File: config.mk
export PLATFORM = sky130hd
export DESIGN_NAME = eaglesong_msg_loader_flat
export DESIGN_NICKNAME = d
export VERILOG_FILES = /design/src/rtl/eaglesong_pkg.sv /design/src/rtl/eaglesong_msg_loader_if.sv /design/src/rtl/eaglesong_byte_packer.sv /design/src/rtl/eaglesong_msg_loader.sv /design/src/flat_wrapper.sv
export SDC_FILE = /design/constraint.sdc
export NUM_CORES = 1
export LEC_CHECK = 0
export ABC_AREA = 1
export CELL_PAD_IN_SITES_DETAIL_PLACEMENT = 1
export CELL_PAD_IN_SITES_GLOBAL_PLACEMENT = 2
export CORE_AREA = 2 2 311 313
export DETAILED_ROUTE_END_ITERATION = 10
export DIE_AREA = 0 0 313 315
export GPL_TIMING_DRIVEN = 0
export PLACE_DENSITY = 0.81
export SETUP_SLACK_MARGIN = 0.3
export SLEW_MARGIN = 20
export SYNTH_ARGS = -nofsm -noshare
export SYNTH_HDL_FRONTEND = slang
export SYNTH_SLANG_ARGS = --single-unit
File: constraint.sdc
create_clock -name clk -period 3.05 [get_ports clk]
set_clock_uncertainty 0.15 [all_clocks]
set_input_delay 0.305 -clock clk [delete_from_list [all_inputs] [get_ports clk]]
set_output_delay 0.305 -clock clk [all_outputs]
set_load 0.05 [all_outputs]
File: src/rtl/eaglesong_pkg.sv
// Shared types and constants for the Eaglesong message loader and its byte packer.
package eaglesong_pkg;

    localparam int DIGEST_W      = 256;
    localparam int LEN_W         = 7;
    localparam int MAX_MSG_BYTES = 32;

    typedef enum logic [1:0] {
        LOAD,
        START,
        WAIT,
        DONE
    } state_t;

    typedef struct packed {
        logic [DIGEST_W-1:0] digest;
        logic [LEN_W-1:0]    length;
        logic                error;
    } result_t;

endpackage

File: src/rtl/eaglesong_msg_loader_if.sv
// Byte-stream input, digest-core side and result port of the message loader.
interface eaglesong_msg_loader_if;
    import eaglesong_pkg::*;

    logic [7:0]          s_byte;
    logic                s_valid;
    logic                s_last;
    logic                s_ready;
    logic [DIGEST_W-1:0] core_input_val;
    logic [LEN_W-1:0]    core_input_length_bytes;
    logic                core_start_eval;
    logic [DIGEST_W-1:0] core_output_val;
    logic                core_eval_output_ready;
    logic [DIGEST_W-1:0] m_digest;
    logic [LEN_W-1:0]    m_length;
    logic                m_valid;
    logic                m_ready;
    logic                m_error;
    logic                busy;

    // Loader side: consumes bytes and core results, drives the core and the result port.
    modport master (
        input  s_byte, s_valid, s_last, core_output_val, core_eval_output_ready, m_ready,
        output s_ready, core_input_val, core_input_length_bytes, core_start_eval,
               m_digest, m_length, m_valid, m_error, busy
    );

    // Environment side: byte source, digest core and result consumer.
    modport slave (
        output s_byte, s_valid, s_last, core_output_val, core_eval_output_ready, m_ready,
        input  s_ready, core_input_val, core_input_length_bytes, core_start_eval,
               m_digest, m_length, m_valid, m_error, busy
    );

endinterface

File: src/rtl/eaglesong_byte_packer.sv
// Packs accepted bytes little-endian into a 256-bit word; counts bytes and flags overflow.
module eaglesong_byte_packer
    import eaglesong_pkg::*;
#(
    parameter int MAX_BYTES = MAX_MSG_BYTES
) (
    input  logic                clk,
    input  logic                reset_n,
    input  logic                accept,
    input  logic                clear,
    input  logic [7:0]          s_byte,
    output logic [DIGEST_W-1:0] data,
    output logic [LEN_W-1:0]    count,
    output logic                dropping
);

    logic [DIGEST_W-1:0] data_q, data_d;
    logic [LEN_W-1:0]    count_q;
    logic                ovf_q;

    // Once the message is full every further byte is discarded until the end of the message.
    assign dropping = ovf_q || (count_q == LEN_W'(MAX_BYTES));

    always_comb begin
        // NOTE: default assigned first so every path drives data_d and no latch is inferred.
        data_d = data_q;
        if (accept && !dropping) begin
            // The first byte of a message wipes all lanes so no stale byte survives.
            if (count_q == '0) begin
                data_d = '0;
            end
            for (int k = 0; k < MAX_MSG_BYTES; k++) begin
                if (count_q == LEN_W'(k)) begin
                    data_d[8*k +: 8] = s_byte;
                end
            end
        end
    end

    // NOTE: sequential state is updated with non-blocking assignments only.
    always_ff @(posedge clk or negedge reset_n) begin
        if (!reset_n) begin
            data_q  <= '0;
            count_q <= '0;
            ovf_q   <= 1'b0;
        end else begin
            data_q <= data_d;
            if (clear) begin
                count_q <= '0;
                ovf_q   <= 1'b0;
            end else if (accept) begin
                if (dropping) begin
                    ovf_q <= 1'b1;
                end else begin
                    count_q <= count_q + LEN_W'(1);
                end
            end
        end
    end

    assign data  = data_q;
    assign count = count_q;

endmodule

File: src/rtl/eaglesong_msg_loader.sv
// Feeds a byte-stream message into the Eaglesong digest core and returns the digest on a valid/ready port.
module eaglesong_msg_loader
    import eaglesong_pkg::*;
#(
    parameter int MAX_BYTES          = 32,
    parameter int START_PULSE_CYCLES = 2,
    parameter int TIMEOUT_CYCLES     = 120
) (
    input logic                   clk,
    input logic                   reset_n,
    eaglesong_msg_loader_if.master bus
);

    localparam int CNT_MAX = (TIMEOUT_CYCLES > START_PULSE_CYCLES) ? TIMEOUT_CYCLES : START_PULSE_CYCLES;
    localparam int CNT_W   = $clog2(CNT_MAX + 1);

    state_t              state_q, state_d;
    logic [CNT_W-1:0]    cnt_q;
    logic [LEN_W-1:0]    len_q, len_d;
    result_t             res_q, res_d;
    logic                accept;
    logic                clear;
    logic                dropping;
    logic [LEN_W-1:0]    count;
    logic [DIGEST_W-1:0] packed_val;

    assign accept = (state_q == LOAD) && bus.s_valid;

    eaglesong_byte_packer #(
        .MAX_BYTES (MAX_BYTES)
    ) u_packer (
        .clk      (clk),
        .reset_n  (reset_n),
        .accept   (accept),
        .clear    (clear),
        .s_byte   (bus.s_byte),
        .data     (packed_val),
        .count    (count),
        .dropping (dropping)
    );

    always_comb begin
        state_d = state_q;
        len_d   = len_q;
        res_d   = res_q;
        clear   = 1'b0;
        unique case (state_q)
            LOAD: begin
                if (accept && bus.s_last) begin
                    if (dropping) begin
                        // An oversized message never reaches the core.
                        state_d = DONE;
                        res_d   = '{digest: '0, length: LEN_W'(MAX_BYTES), error: 1'b1};
                    end else begin
                        state_d = START;
                        len_d   = count + LEN_W'(1);
                    end
                end
            end
            START: begin
                if (cnt_q == CNT_W'(START_PULSE_CYCLES - 1)) begin
                    state_d = WAIT;
                end
            end
            WAIT: begin
                // Ready may still be high from the previous result during the first WAIT cycle.
                if ((cnt_q != '0) && bus.core_eval_output_ready) begin
                    state_d = DONE;
                    res_d   = '{digest: bus.core_output_val, length: len_q, error: 1'b0};
                end else if (cnt_q == CNT_W'(TIMEOUT_CYCLES - 1)) begin
                    state_d = DONE;
                    res_d   = '{digest: '0, length: len_q, error: 1'b1};
                end
            end
            DONE: begin
                if (bus.m_ready) begin
                    state_d = LOAD;
                    clear   = 1'b1;
                end
            end
            default: state_d = LOAD;
        endcase
    end

    always_ff @(posedge clk or negedge reset_n) begin
        if (!reset_n) begin
            state_q <= LOAD;
            cnt_q   <= '0;
            len_q   <= '0;
            res_q   <= '0;
        end else begin
            state_q <= state_d;
            len_q   <= len_d;
            res_q   <= res_d;
            // One counter serves both the start pulse and the result timeout.
            if (state_d != state_q) begin
                cnt_q <= '0;
            end else if ((state_q == START) || (state_q == WAIT)) begin
                cnt_q <= cnt_q + CNT_W'(1);
            end
        end
    end

    assign bus.s_ready                 = (state_q == LOAD);
    assign bus.busy                    = (state_q != LOAD);
    assign bus.core_start_eval         = (state_q == START);
    assign bus.core_input_val          = packed_val;
    assign bus.core_input_length_bytes = len_q;
    assign bus.m_valid                 = (state_q == DONE);
    assign bus.m_digest                = res_q.digest;
    assign bus.m_length                = res_q.length;
    assign bus.m_error                 = res_q.error;

endmodule

File: src/flat_wrapper.sv
// flat-port wrapper written by rule: the top's interface ports become plain ports
module eaglesong_msg_loader_flat import eaglesong_pkg::*;
#(
    parameter int MAX_BYTES          = 32,
    parameter int START_PULSE_CYCLES = 2,
    parameter int TIMEOUT_CYCLES     = 120
)
  (clk, reset_n, bus_s_byte, bus_s_valid, bus_s_last, bus_core_output_val, bus_core_eval_output_ready, bus_m_ready, bus_s_ready, bus_core_input_val, bus_core_input_length_bytes, bus_core_start_eval, bus_m_digest, bus_m_length, bus_m_valid, bus_m_error, bus_busy);
  eaglesong_msg_loader_if bus_i ();
  input logic clk;
  input logic reset_n;
  input wire logic [$bits(bus_i.s_byte)-1:0] bus_s_byte;
  input wire logic [$bits(bus_i.s_valid)-1:0] bus_s_valid;
  input wire logic [$bits(bus_i.s_last)-1:0] bus_s_last;
  input wire logic [$bits(bus_i.core_output_val)-1:0] bus_core_output_val;
  input wire logic [$bits(bus_i.core_eval_output_ready)-1:0] bus_core_eval_output_ready;
  input wire logic [$bits(bus_i.m_ready)-1:0] bus_m_ready;
  output wire logic [$bits(bus_i.s_ready)-1:0] bus_s_ready;
  output wire logic [$bits(bus_i.core_input_val)-1:0] bus_core_input_val;
  output wire logic [$bits(bus_i.core_input_length_bytes)-1:0] bus_core_input_length_bytes;
  output wire logic [$bits(bus_i.core_start_eval)-1:0] bus_core_start_eval;
  output wire logic [$bits(bus_i.m_digest)-1:0] bus_m_digest;
  output wire logic [$bits(bus_i.m_length)-1:0] bus_m_length;
  output wire logic [$bits(bus_i.m_valid)-1:0] bus_m_valid;
  output wire logic [$bits(bus_i.m_error)-1:0] bus_m_error;
  output wire logic [$bits(bus_i.busy)-1:0] bus_busy;
  assign bus_i.s_byte = bus_s_byte;
  assign bus_i.s_valid = bus_s_valid;
  assign bus_i.s_last = bus_s_last;
  assign bus_i.core_output_val = bus_core_output_val;
  assign bus_i.core_eval_output_ready = bus_core_eval_output_ready;
  assign bus_i.m_ready = bus_m_ready;
  assign bus_s_ready = bus_i.s_ready;
  assign bus_core_input_val = bus_i.core_input_val;
  assign bus_core_input_length_bytes = bus_i.core_input_length_bytes;
  assign bus_core_start_eval = bus_i.core_start_eval;
  assign bus_m_digest = bus_i.m_digest;
  assign bus_m_length = bus_i.m_length;
  assign bus_m_valid = bus_i.m_valid;
  assign bus_m_error = bus_i.m_error;
  assign bus_busy = bus_i.busy;
  eaglesong_msg_loader #(.MAX_BYTES(MAX_BYTES), .START_PULSE_CYCLES(START_PULSE_CYCLES), .TIMEOUT_CYCLES(TIMEOUT_CYCLES)) u_core (.clk(clk), .reset_n(reset_n), .bus(bus_i));
endmodule
After elaboration in Yosys (flattened, before gate mapping)
Cells that the tools add are included.

Register bits: 544. Logic and storage cells: 222. Output and inout port bits: 531. Input bits: 270.

$add $sub $neg: 2. Multiplexer cells: 55. Bitwise operators: 1. Reduce and logical (&&, ||, !) cells: 82. Eq/ne operators: 42.

Operators by type and width (count): 2-to-1 mux 264 bit (4); one-hot mux 264 bit (2 select lines) (1); 2-to-1 mux 256 bit (1); 2-to-1 mux 8 bit (32); equality test 7 x 5 -> 1 bit, second input constant (16); nonzero test 2 bit (36); AND reduction 2 bit (34); equality test 7 x 4 -> 1 bit, second input constant (8); 2-to-1 mux 7 bit (5); equality test 7 x 3 -> 1 bit, second input constant (4); adder 7 x 1 -> 7 bit, second input constant (2); equality test 7 x 1 -> 1 bit, second input constant (2); equality test 7 x 2 -> 1 bit, second input constant (2); 2-to-1 mux 2 bit (6); one-hot mux 2 bit (4 select lines) (1); equality test 7 x 6 -> 1 bit, second input constant (1); equality test 7 bit, second input constant (1); logical NOT 7 bit (1); nonzero test 7 bit (1); inequality test 2 x 1 -> 1 bit, second input constant (3); 2-to-1 mux 1 bit (5); equality test 2 bit, second input constant (2); logical AND 1 bit (4); AND reduction 4 bit (1); other kinds (8) (9).

Depth between registers and ports, before layout
Word-level depth: 7. Gate-level depth with buffers: 14.

Modules after synthesis
From an unflattened synthesis, not the netlist that was laid out.

Cells, all modules: 2552. Area, all modules: 22305.1 µm².

Modules (own cells, without submodules): eaglesong_byte_packer (times used 1, cells each 1302, area each 11370.9 µm², seq. area each 6606.3 µm²); eaglesong_msg_loader (times used 1, cells each 1250, area each 10934.2 µm², seq. area each 7006.7 µm²).

Worst setup path before layout
Ideal clock, no wire load.

Path type: register -> register. Start point: register u_core.state_q[0]. End point: register u_core.u_packer.data_q[13] (netlist: u_core.u_packer.data[13]). Arrival time: 2196 ps. Path slack: 571 ps. Period minus slack after synthesis: 2479 ps. Cell stages (with the launch flop): 10. Path through: dfrtp_1 -> inv_1 -> ha_1 -> nand2_1 -> nor2_2 -> buf_2 -> nand2_1 -> clkbuf_1 -> nand3_1 -> o21ai_0.

Longest elaborated chain between the ends: 4.

RTL lines: start: declaration (RTL line eaglesong_msg_loader.sv:17) `state_t state_q, state_d;`; start signal: assignment (RTL line eaglesong_msg_loader.sv:92) `state_q <= state_d;`; logical NOT 2 bit; net bus_s_ready (RTL line flat_wrapper.sv:18) `output wire logic [$bits(bus_i.s_ready)-1:0] bus_s_ready;`; logical AND 1 bit (RTL line eaglesong_msg_loader.sv:27) `assign accept = (state_q == LOAD) && bus.s_valid;`; logical AND 1 bit (RTL line eaglesong_byte_packer.sv:27) `if (accept && !dropping) begin`; AND reduction 2 bit (no line); end signal: assignment (RTL line eaglesong_byte_packer.sv:47) `data_q <= data_d;`; end: declaration (RTL line eaglesong_byte_packer.sv:17) `logic [DIGEST_W-1:0] data_q, data_d;`.

The timed path passes the listed nets, and every way through them passes these cells. A chain may end at the register's enable or synchronous reset.

Worst setup path after layout
Start point: register u_core.u_packer.count_q[1] (netlist: u_core.u_packer.count[1]). End point: register u_core.u_packer.data_q[191] (netlist: u_core.u_packer.data[191]).

Longest elaborated chain between the ends: 5.

RTL lines: start: declaration (RTL line eaglesong_byte_packer.sv:18) `logic [LEN_W-1:0] count_q;`; start signal: assignment (RTL line eaglesong_byte_packer.sv:55) `count_q <= count_q + LEN_W'(1);`; equality test 7 x 6 -> 1 bit (RTL line eaglesong_byte_packer.sv:22) `assign dropping = ovf_q || (count_q == LEN_W'(MAX_BYTES));`; logical OR 1 bit (RTL line eaglesong_byte_packer.sv:22); logical NOT 1 bit (RTL line eaglesong_byte_packer.sv:27); logical AND 1 bit (RTL line eaglesong_byte_packer.sv:27); AND reduction 2 bit (no line).

Parallel ways exist; a longest one is shown, timed or not.

==> impl_metrics.tcl <==
set metrics [dict create \
    multi_input_area_um2 6870 \
    tritoncts "built" \
    worst_hold_startpoint "bus_core_output_val[204]" \
    fmax_mhz 381 \
    arrival_ns 2.93 \
    setup.reg_to_reg.worst_slack_ns 0.42 \
    row_count 114 \
    timing.final.crit_period_ns 2.63 \
    syn-num-nets 2576 \
    filler_cell_count 11000 \
    globalRouteTotalUtil_pct 21.1 \
    clock_insertion_delay_worst_skew_ns 0.63 \
    worst_setup_path_startpoint "u_core.u_packer.count[1]" \
    final-setup-viol-count 0 \
    overall_die_height_um 315 \
    first_global_vias 21000 \
    final_nets 3464 \
    drc_errors 0 \
    sequential_cell_area_um2 13600 \
    fin_setup_tns_ns 0 \
    clk_root_buffer_cell "clkbuf_16" \
    ctsHtreeMaxLevel 3 \
    syn-instance-count 2294 \
    finalMaxSlewViolations 0 \
    post-place-ws_ns -0.470 \
    maxCapViolations 0 \
    finalHoldViolations 0 \
    share_of_post_route_cells_with_drive_strength_above_1_pct 8.09 \
    yosys_register_bits 544 \
    clockBufferDepth 3 \
    vias 19600 \
    first_iter_violations 1075 \
    die-area_um2 98600 \
    final.period_utilization_pct 86.1 \
    finalWirelength_um 107000 \
    critPathKind "reg -> reg" \
    whs_ns 0.0699 \
    power_density_over_the_cells_nw_per_um2 845 \
    fin_ws_ns 0.425 \
    routedWlPerCell_um 23.6 \
    slew-limit-headroom_pct 26.8 \
    floorplan.die.width_um 313 \
    worstPathMaxFanout 10 \
    tritoncts.num_buffers 69 \
    place.port_buffers 792 \
    critPathCaptureType "flip-flop" \
    stdcell_area_um2 33500 \
    placeableCoreArea_um2 95700 \
    dpl.cell_count 4368 \
    flow.area_growth_from_synthesis_pct 59.3 \
    peakVddDrop_uv 521 \
    synth_sequential_area_ratio_pct 64.7 \
    final_estimated_routing_congestion_in_global_placement 0.873 \
    critical_path.reg2reg.startpoint "u_core.u_packer.count[1]" \
    top_level_ports 801 \
    initial_utilization_pct 22.0 \
    synth.lib_cells_used.distinct 24 \
    endpoint "u_core.u_packer.data[191]" \
    grt_antenna_before_repair 25 \
    placed_area_um2 30700 \
    timing.hold.worst.class "in -> reg" \
    run_status "finished, final reports clean" \
    syn-mean-instance-area_um2 9.17 \
    rr_endpoint "u_core.u_packer.data[191]" \
    synthesis.area_um2 21000 \
    rsz0062_at_grt "yes" \
    nature_of_the_critical_path_startpoint "flip-flop" \
    slew_worst_pin_ns 1.10 \
    worstPathRequired_ns 3.36 \
    grt_first_pass_wirelength_um 151000 \
    firstDrtPassIters 5 \
    antenna_nets_post_route 0 \
    viasPerCell 4.35 \
    stdcell_count 4510 \
    power.static_leakage_uw 0.0155 \
    clk_pin_slew_worst_paths_ns 0.06 \
    grt_max_degree 90 \
    reg2reg_depth 12 \
    grt_overflow 0 \
    post-dp-hpwl_um 81900 \
    numClockSinks 544 \
    yosys_warnings 0 \
]
-- power by group --
part / internal (uW) / switching (uW)
Sequential: 8350 / 721
Combinational: 3200 / 7790
Clock: 4830 / 3420
Total: 16400 / 11900
-- metrics by stage --
| step | power [uW] | utilization (%) |
|---|---|---|
| global route | 29600 | 35.0 |
| floorplan | 15200 | - |
| global placement | 19800 | 31.9 |
| CTS | 28500 | 34.8 |
| finish | 28300 | 35.0 |
| detailed placement | 19900 | 32.1 |
-- routing by layer --
| metal | share of wire [%] | vias to the layer above | GRT usage [%] |
|---|---|---|---|
| li1 | - | 9079 | - |
| met1 | 37 | 9619 | 22.8 |
| met2 | 48 | 683 | 35.2 |
| met3 | 11 | 202 | 10.1 |
| met4 | 4.6 | 30 | 9.25 |
| met5 | 0.19 | - | 0 |
-- placed cells by master (no fill, tap or decap), drive strengths merged --
cell type and n:
a21oi 6, buf 59, bufinv 4, clkbuf 172, clkdlybuf4s50 788, clkinv 20
clkinvlp 2, dfrtp 544, diode 7, dlygate4sd2 3, dlygate4sd3 2, ha 12
inv 46, nand2 1093, nand3 103, nand4 4, nor2 41, nor3 17
nor4 1, o21ai 296, o22ai 3, o31ai 1, xnor2 1, xor2 9
-- how the worst min path moves through the flow --
stage	to	slack, ns	cells past startpoint
after global routing	u_core.bus.m_digest[206]	0.03	3
after floorplan	u_core.bus.core_input_length_bytes[0]	-0.14	0
after global placement	u_core.bus.m_digest[119]	0.31	2
after detailed placement	u_core.u_packer.data[231]	0.07	1
final	u_core.bus.m_digest[204]	0.07	3
after CTS	u_core.bus.m_digest[204]	0.004	3
-- state kept, by name, indices dropped and copies added (netlist names) --
signal / flops
u_core.bus.core_input_length_bytes: 7
u_core.bus.m_digest: 256
u_core.bus.m_error: 1
u_core.bus.m_length: 7
u_core.cnt_q: 7
u_core.state_q: 2
u_core.u_packer.count: 7
u_core.u_packer.data: 256
u_core.u_packer.ovf_q: 1
-- cell families (layout without fill, tap and decap cells) --
group	count (synthesis)	in the layout	share of synthesized area, %
XOR/XNOR	10	10	0.416
other	0	7	0
buffers and inverters	163	1096	3.47
AND/OR/NAND/NOR	1259	1259	23.4
adder cells (fa/ha/maj)	12	12	0.714
flip-flops	544	544	64.7
AO/OA/AOI/OAI	306	306	7.31
-- cell usage after synthesis --
cell type,number,area (um2)
clkbuf_1,79,297
nor3_4,1,16.3
buf_4,28,210
o31ai_1,1,7.51
nor3_1,16,80.1
nand2_2,2,12.5
nand3_1,103,515
dfrtp_1,544,13600
nor2_2,4,25.0
nor2_1,37,139
o21ai_1,21,105
inv_2,3,11.3
xor2_1,9,78.8
o21ai_0,275,1380
a21oi_1,6,30.0
buf_2,10,50.1
inv_1,42,158
nor4_1,1,6.26
nand4_1,4,25.0
buf_1,1,3.75
o22ai_1,3,18.8
ha_1,12,150
nand2_1,1091,4100
xnor2_1,1,8.76
-- cell type report --
class / instances / share of cell area (%)
flip-flops and latches: 544 / 40.6
clock buffers: 89 / 5.78
clock inverters: 27 / 0.878
repair buffers: 817 / 24.7
well taps: 1276 / 4.77
inverters: 45 / 0.515
plain buffers: 118 / 2.13
multi-input cells: 1587 / 20.5
diodes: 7 / 0.0523
-- critical path, stage by stage, from the launching register on --
cell      delay (ns)
dfrtp_1         0.41
inv_2           0.08
ha_4            0.17
inv_1           0.10
nor2_4          0.06
nand3_2         0.10
nand2_2         0.09
nor2_4          0.24
buf_4           0.22
nand2_1         0.29
clkbuf_2        0.32
nand3_1         0.12
o21ai_0         0.09
-- what timing repair did --
action,4_1_cts,5_1_grt
gates cloned,0,1
gates resized for setup,78,52
hold endpoints to repair,282,0
setup endpoints to repair,531,490
pin swaps,5,2
hold buffers,3,0
buffers inserted,11,4
No activity file was read; power rests on OpenSTA's default activity.
